==> src/rtl/aes_mode_stream_ctrl.sv <==
// Streaming ECB/CBC/CTR wrapper around an external single-block AES-128 core.
// Packs key and plaintext words into 128-bit blocks and serialises results MS-word first.
module aes_mode_stream_ctrl #(
    parameter int WORD_WIDTH = 32,
    parameter int LEN_WIDTH  = 11,
    parameter int CTR_WIDTH  = 32
) (
    input  logic                   clk_i,
    input  logic                   rst_i,
    input  logic                   clear_i,
    input  logic                   start_i,
    input  logic [1:0]             mode_i,
    input  logic [LEN_WIDTH-1:0]   len_i,
    input  logic [127:0]           iv_i,
    input  logic                   key_valid_i,
    output logic                   key_ready_o,
    input  logic [WORD_WIDTH-1:0]  key_data_i,
    input  logic                   in_valid_i,
    output logic                   in_ready_o,
    input  logic [WORD_WIDTH-1:0]  in_data_i,
    output logic                   out_valid_o,
    input  logic                   out_ready_i,
    output logic [WORD_WIDTH-1:0]  out_data_o,
    output logic                   core_valid_o,
    input  logic                   core_ready_i,
    output logic [127:0]           core_block_o,
    output logic [127:0]           core_key_o,
    input  logic                   core_res_valid_i,
    output logic                   core_res_ready_o,
    input  logic [127:0]           core_res_i,
    output logic                   busy_o,
    output logic                   done_o,
    output logic [LEN_WIDTH-1:0]   blk_cnt_o
);
    localparam int WPB = 128 / WORD_WIDTH;
    localparam int CW  = (WPB > 1) ? $clog2(WPB) : 1;
    localparam logic [CW-1:0]  LAST_WORD = CW'(WPB - 1);
    localparam logic [127:0]   CTR_MASK  = {128{1'b1}} >> (128 - CTR_WIDTH);

    typedef enum logic [2:0] {S_IDLE, S_KEY, S_GATHER, S_REQ, S_WAIT, S_EMIT, S_DONE} state_e;
    typedef enum logic [1:0] {M_ECB, M_CBC, M_CTR, M_RSVD} mode_e;

    state_e               state_q, state_d;
    mode_e                mode_q, mode_d;
    logic [LEN_WIDTH-1:0] len_q, len_d;
    logic [LEN_WIDTH-1:0] blk_cnt_q, blk_cnt_d;
    logic [CW-1:0]        wcnt_q, wcnt_d;
    logic [127:0]         key_q, key_d;
    logic [127:0]         p_q, p_d;
    logic [127:0]         c_q, c_d;
    logic [127:0]         chain_q, chain_d;
    logic [127:0]         ctr_q, ctr_d;

    logic                 word_last;
    logic [LEN_WIDTH-1:0] blk_cnt_inc;
    logic [127:0]         ctr_next;

    assign word_last   = (wcnt_q == LAST_WORD);
    assign blk_cnt_inc = blk_cnt_q + LEN_WIDTH'(1);
    // Only the low CTR_WIDTH bits count; the upper counter bits never see a carry.
    assign ctr_next    = (ctr_q & ~CTR_MASK) | ((ctr_q + 128'd1) & CTR_MASK);

    assign out_data_o  = c_q[127 -: WORD_WIDTH];
    assign core_key_o  = key_q;
    assign blk_cnt_o   = blk_cnt_q;
    assign busy_o      = (state_q != S_IDLE);
    assign done_o      = (state_q == S_DONE);

    always_comb begin
        case (mode_q)
            M_CBC:   core_block_o = p_q ^ chain_q;
            M_CTR:   core_block_o = ctr_q;
            default: core_block_o = p_q;
        endcase
    end

    always_comb begin
        state_d          = state_q;
        mode_d           = mode_q;
        len_d            = len_q;
        blk_cnt_d        = blk_cnt_q;
        wcnt_d           = wcnt_q;
        key_d            = key_q;
        p_d              = p_q;
        c_d              = c_q;
        chain_d          = chain_q;
        ctr_d            = ctr_q;
        key_ready_o      = 1'b0;
        in_ready_o       = 1'b0;
        out_valid_o      = 1'b0;
        core_valid_o     = 1'b0;
        core_res_ready_o = 1'b0;
        case (state_q)
            S_IDLE: begin
                if (start_i) begin
                    mode_d    = mode_e'(mode_i);
                    len_d     = len_i;
                    chain_d   = iv_i;
                    ctr_d     = iv_i;
                    blk_cnt_d = '0;
                    wcnt_d    = '0;
                    state_d   = S_KEY;
                end
            end
            S_KEY: begin
                key_ready_o = 1'b1;
                if (key_valid_i) begin
                    key_d  = (key_q << WORD_WIDTH) | 128'(key_data_i);
                    wcnt_d = word_last ? '0 : wcnt_q + CW'(1);
                    if (word_last) state_d = (len_q == '0) ? S_DONE : S_GATHER;
                end
            end
            S_GATHER: begin
                in_ready_o = 1'b1;
                if (in_valid_i) begin
                    p_d    = (p_q << WORD_WIDTH) | 128'(in_data_i);
                    wcnt_d = word_last ? '0 : wcnt_q + CW'(1);
                    if (word_last) state_d = S_REQ;
                end
            end
            S_REQ: begin
                core_valid_o = 1'b1;
                if (core_ready_i) state_d = S_WAIT;
            end
            S_WAIT: begin
                core_res_ready_o = 1'b1;
                if (core_res_valid_i) begin
                    case (mode_q)
                        M_CBC: begin
                            c_d     = core_res_i;
                            chain_d = core_res_i;
                        end
                        M_CTR: begin
                            c_d   = core_res_i ^ p_q;
                            ctr_d = ctr_next;
                        end
                        default: c_d = core_res_i;
                    endcase
                    state_d = S_EMIT;
                end
            end
            S_EMIT: begin
                out_valid_o = 1'b1;
                if (out_ready_i) begin
                    c_d    = c_q << WORD_WIDTH;
                    wcnt_d = word_last ? '0 : wcnt_q + CW'(1);
                    if (word_last) begin
                        blk_cnt_d = blk_cnt_inc;
                        state_d   = (blk_cnt_inc == len_q) ? S_DONE : S_GATHER;
                    end
                end
            end
            S_DONE:  state_d = S_IDLE;
            default: state_d = S_IDLE;
        endcase
        if (clear_i) state_d = S_IDLE;
    end

    always_ff @(posedge clk_i) begin
        if (rst_i) begin
            state_q   <= S_IDLE;
            mode_q    <= M_ECB;
            len_q     <= '0;
            blk_cnt_q <= '0;
            wcnt_q    <= '0;
            key_q     <= '0;
            p_q       <= '0;
            c_q       <= '0;
            chain_q   <= '0;
            ctr_q     <= '0;
        end else begin
            state_q   <= state_d;
            mode_q    <= mode_d;
            len_q     <= len_d;
            blk_cnt_q <= blk_cnt_d;
            wcnt_q    <= wcnt_d;
            key_q     <= key_d;
            p_q       <= p_d;
            c_q       <= c_d;
            chain_q   <= chain_d;
            ctr_q     <= ctr_d;
        end
    end
endmodule

==> config.mk <==
export PLATFORM = sky130hd
export DESIGN_NAME = aes_mode_stream_ctrl
export DESIGN_NICKNAME = d
export VERILOG_FILES = /design/src/rtl/aes_mode_stream_ctrl.sv
export SDC_FILE = /design/constraint.sdc
export NUM_CORES = 2
export LEC_CHECK = 0
export BUFFER_PORTS_ARGS = -buffer_cell sky130_fd_sc_hd__buf_2
export CAP_MARGIN = 40
export CORE_MARGIN = 2
export CORE_UTILIZATION = 50
export DETAILED_ROUTE_END_ITERATION = 7
export PLACE_DENSITY_LB_ADDON = 0.15
export SYNTH_ARGS = -nofsm -noshare
export SYNTH_HDL_FRONTEND = slang
export SYNTH_SLANG_ARGS = --single-unit
==> constraint.sdc <==
create_clock -name clk_i -period 2.4 [get_ports clk_i]
set_input_delay 0.72 -clock clk_i [delete_from_list [all_inputs] [get_ports clk_i]]
set_output_delay 0.72 -clock clk_i [all_outputs]
set_load 0.01 [all_outputs]
== Yosys cells after proc, flatten, opt, wreduce, memory -nomap -nowiden ==
Index checks and enable logic that the tools add are counted.

* Add/sub/neg operators: 3
* Equality and inequality tests: 21
* Mux-type cells: 39
* Bitwise logic cells: 5
* Reduce and logical (&&, ||, !) cells: 17

{| class="wikitable"
|+ Operators with widths
! operator !! count
|-
| 128-bit two-way mux || 8
|-
| 128-bit case mux with 2 select lines || 4
|-
| 128-bit by 32-bit OR with 128-bit output || 3
|-
| 128-bit XOR || 2
|-
| 11-bit two-way mux || 3
|-
| 3-bit two-way mux || 11
|-
| 32-bit by 1-bit adder with 32-bit output, second input constant || 1
|-
| 11-bit case mux with 2 select lines || 1
|-
| 2-bit inequality test, second input constant || 10
|-
| 3-bit case mux with 6 select lines || 1
|-
| 4-bit AND reduction || 3
|-
| 11-bit by 1-bit adder with 11-bit output, second input constant || 1
|-
| 11-bit == test || 1
|-
| 11-bit logical NOT || 1
|-
| 2-bit two-way mux || 5
|-
| 3-bit == test, second input constant || 3
|-
| 9-bit AND reduction || 1
|-
| 2-bit case mux with 4 select lines || 1
|-
| 3-bit by 2-bit == test with 1-bit output, second input constant || 2
|-
| 2-bit AND reduction || 3
|-
| 2-bit nonzero test || 3
|-
| 1-bit two-way mux || 5
|-
| 5-bit AND reduction || 1
|-
| 2-bit == test, second input constant || 2
|-
| 9 further kinds || 9
|}

* Bits in registers: 669
* Input port bits: 342
* Output and inout bits: 306

== Depth between registers and ports, before layout ==
* Depth in word-level cells: 6
* Depth in mapped cells: 10

== Worst setup path before layout ==
OpenSTA, ideal clock, no wires.

* Kind: register to output
* Start: reg mode_q[0]
* End: out core_block_o[100]
* Arrival time: 1.816 ns
* Required time: 1.680 ns
* Path slack: -0.136 ns
* Stages on the path, launching flop included: 9
* Path buffers: 4
* Path through: dfxtp_1 -> inv_1 -> ha_1 -> clkbuf_1 -> clkbuf_1 -> buf_1 -> buf_1 -> a32oi_1 -> o22ai_1

* Word-level cells in the longest chain between the ends: 2
* Elaborated cells between the ends (all ways): 3
* Those cells by class: 2 x eq/ne; 1 x mux

{| class="wikitable"
|+ Ends and longest elaborated chain
! what !! line !! source
|-
| start, declared || 44 || <nowiki>mode_e mode_q, mode_d;</nowiki>
|-
| start signal, assigned || 173 || <nowiki>mode_q <= mode_d;</nowiki>
|-
| 2-bit == test or 2-bit by 1-bit == test with 1-bit output (tied branches) || 70 || <nowiki>case (mode_q)</nowiki>
|-
| 128-bit case mux with 2 select lines * || 70 ||
|-
| end, declared || 26 || <nowiki>output logic [127:0] core_block_o,</nowiki>
|}

Mark *: on every way between the ends. The rest lies on a longest branch, timed or not.

== Worst setup path in the final report ==
* Start: reg mode_q[0]
* End: out core_block_o[6]

Same word-level chain as after synthesis.

==> flow_metrics.tcl <==
set metrics [dict create \
    avgRoutedWirePerCell_um 23.5 \
    holdCritPathClass "in2reg" \
    endpoint_kind "primary output" \
    clk_pin_slew_ns 0.06 \
    startpoint "mode_q[0]$_SDFFE_PP0P_" \
    timing.rr.end "chain_q[58]$_SDFFE_PP0P_" \
    period_minus_slack_ns 3.04 \
    grtUsageMet3_pct 10.1 \
    clock_skew_ns 0.0271 \
    worstSetupPathType "reg2out" \
    failed_checks "setup timing" \
    post_cts_hold_buffer_count 0 \
    synth_edf_count 0 \
    h-tree-depth 3 \
    netlist.top_cell.by_area "dfxtp_1" \
    final_max_slew_viol_count 0 \
    antenna_found_initial 34 \
    synthDominantCellAreaShare_pct 41.6 \
    crit_cells 7 \
    finalWirelength_um 141000 \
    grt_busiest_layer "met2" \
    clk_latency_ns 0.62 \
    dr.first_iter.drc_count 4282 \
    required_ns 1.68 \
    crit_path_max_fanout 9 \
    syn_area_um2 32200 \
    timing.final.crit_share_pct 127 \
    place_hpwl_um 94700 \
    max_freq_ghz 0.329 \
    fin_setup_tns_ns -58.88 \
    async_reset_ff_share_pct 0 \
    fillCellCount 5428 \
    rsz0062_at_grt "true" \
    die_h_um 258 \
    slowest_delay_ns 0.39 \
    dr.pass1.iters 6 \
    synth.distinct_cells 71 \
    drc 0 \
    worst_slack_ns -0.641 \
    postRouteAntennaNets 0 \
    critical_path.top_delay_family "buffers and inverters" \
    tightest_slew_ns 0.737 \
    cts_buffers 76 \
    rrSetupSlack_ns -0.11 \
    via_per_inst 6.01 \
    crit_chain "inv_4 > ha_4 > buf_12 > buf_4 > a21oi_1 > o22ai_1 > buf_2" \
    area_delta_synth_final_pct 34.1 \
    crit-reg2reg-launch "mode_q[1]$_SDFFE_PP0P_" \
    grt.total_usage_pct 39.3 \
    core_um2 64100 \
    grt-ovfl-total 0 \
    setup_viol 130 \
    portBuffers 647 \
    cts_tree "done" \
    die-area_um2 66500 \
    powerDensity_nw_per_um2 637 \
    gp_congestion 0.998 \
    ys_seq_area_share_pct 41.6 \
    final_nets 5399 \
    grt_pass1_vias 32900 \
    cts_sinks 669 \
    num_rows 93 \
    status "finished with violations" \
    avgSynthCellArea_um2 7.21 \
    timing.slew.headroom_pct 50.9 \
    ctsLongestPathBuffers 3 \
    p_leak_nw 16.5 \
    grt_use_met2_pct 61.4 \
    synthTopCellsByArea "dfxtp_1 (42%), nand2_1 (16%), a21oi_1 (10%), a32oi_1 (3.5%), a311oi_1 (3.4%)" \
    place_ws_ns -0.112 \
    io_pins 648 \
    cp.buffers_inverters 4 \
    met1_usage_pct 47.9 \
    synthFlopType "dfxtp_1" \
    ir_drop_uv 638 \
    synth-seq-cells 669 \
    crit_path_end "core_block_o[6]" \
    initial_utilization_pct 50.3 \
    synthTopCellsByCount "nand2_1 (1369), dfxtp_1 (669), a21oi_1 (668)" \
    postSynthCellCount 4467 \
    drive_above_1_share_pct 25.1 \
    max_cap_violations 0 \
    grt_pass1_wl_um 201000 \
    worst_r2r_path_depth 10 \
    synth_most_common_cell "nand2_1" \
    yosysWarnings 0 \
    cts_root_buf "clkbuf_16" \
    hold_violations 0 \
    worstPathArrival_ns 2.32 \
    startpoint_type "register" \
    synth.net_count 4814 \
    cpMaxStageDelayCell "dfxtp_4" \
    die_width_um 258 \
    grt_start_max_net_pins 136 \
    via_count 35900 \
]
worst min-delay path by stage:
stage                                    to  cells past startpoint             startpoint  slack, ns
detailed placement    c_q[113]$_SDFFE_PP0P_                      2  c_q[113]$_SDFFE_PP0P_       0.44
floorplan               c_q[0]$_SDFFE_PP0P_                      2    c_q[0]$_SDFFE_PP0P_       0.43
global route        state_q[0]$_SDFFE_PP0P_                      2                clear_i       0.30
finish              state_q[0]$_SDFFE_PP0P_                      2                clear_i       0.31
CTS                 state_q[0]$_SDFFE_PP0P_                      2                clear_i       0.28
global placement      c_q[107]$_SDFFE_PP0P_                      2  c_q[107]$_SDFFE_PP0P_       0.44
cell type report:
type,count,area [um2],area share (%)
inverters,269,1030,2.39
multi-input cells,3113,17900,41.4
well taps,855,1070,2.48
flip-flops and latches,669,13400,31.0
clock inverters,21,211,0.489
clock buffers,106,2180,5.04
repair buffers,923,7380,17.1
diodes,21,52.6,0.122
cell usage in the layout, fill, tap and decap left out, types with 12 or more instances in the layout:
cell type,Yosys,routed
a211oi_1,22,21
a21oi_1,668,601
a21oi_2,0,44
a21oi_4,0,23
a311oi_1,125,125
a32oi_1,127,48
a32oi_2,0,62
a32oi_4,0,17
buf_12,0,79
buf_16,0,23
buf_2,73,620
buf_4,34,135
buf_6,1,34
buf_8,0,16
clkbuf_1,285,16
clkbuf_16,0,91
clkbuf_8,0,12
dfxtp_1,669,665
diode_2,0,21
inv_1,267,264
nand2_1,1369,1366
nand3_1,49,48
nand4_1,17,17
nor2_1,176,173
nor3_1,15,13
o211ai_1,96,96
o21ai_0,29,27
o22ai_1,136,80
o22ai_2,0,39
o22ai_4,0,17
xnor2_1,36,36
xor2_1,100,100
power by group:
part	internal, mW	switching (mW)
clock	6.63	4.82
sequential	11.5	0.360
combinational	1.79	2.43
total	19.9	7.61
layer usage:
metal / vias to the layer above / wire length, um / part of all wire (%)
met3: 628 / 14800 / 11
met1: 16700 / 51900 / 37
met2: 2092 / 62600 / 44
met5: - / 193 / 0.14
li1: 16400 / - / -
met4: 30 / 11300 / 8.0
state kept, by name (all words and copies together) (netlist names):
name / cells
c_q: 128
chain_q: 128
core_key_o: 128
ctr_q: 128
p_q: 128
blk_cnt_o: 11
len_q: 11
state_q: 3
mode_q: 2
wcnt_q: 2
metrics by stage:
step	hold WS (ns)	instance area [um2]	utilization [%]	power (mW)	std cells
after floorplan	0.432	32200	-	13.6	4467
after global placement	0.436	37000	57.8	15.0	5742
after detailed placement	0.441	37000	57.8	15.0	5742
after CTS	0.285	41600	64.9	27.0	5930
after global routing	0.299	43200	67.4	28.3	5968
final	0.311	43200	67.4	27.5	5977
repair_timing:
item                                    4_1_cts  5_1_grt
endpoints found under the hold margin         0        0
buffers inserted                             36       21
gates cloned                                 27       14
resized for setup                           220      209
pin swaps                                    86      100
endpoints found under the setup margin      135      212
cell families after synthesis:
group | count (synthesis) | share of synthesized area, %
DFF | 669 | 41.6
and+or+nand+nor | 1695 | 20.9
AOI/OAI and AO/OA | 1274 | 24.8
buffers and inverters | 685 | 8.69
muxes | 3 | 0.101
xor gates and xnor gates | 136 | 3.70
adders and majority gates | 5 | 0.194
Note: power is estimated with default switching activity, not from simulation.
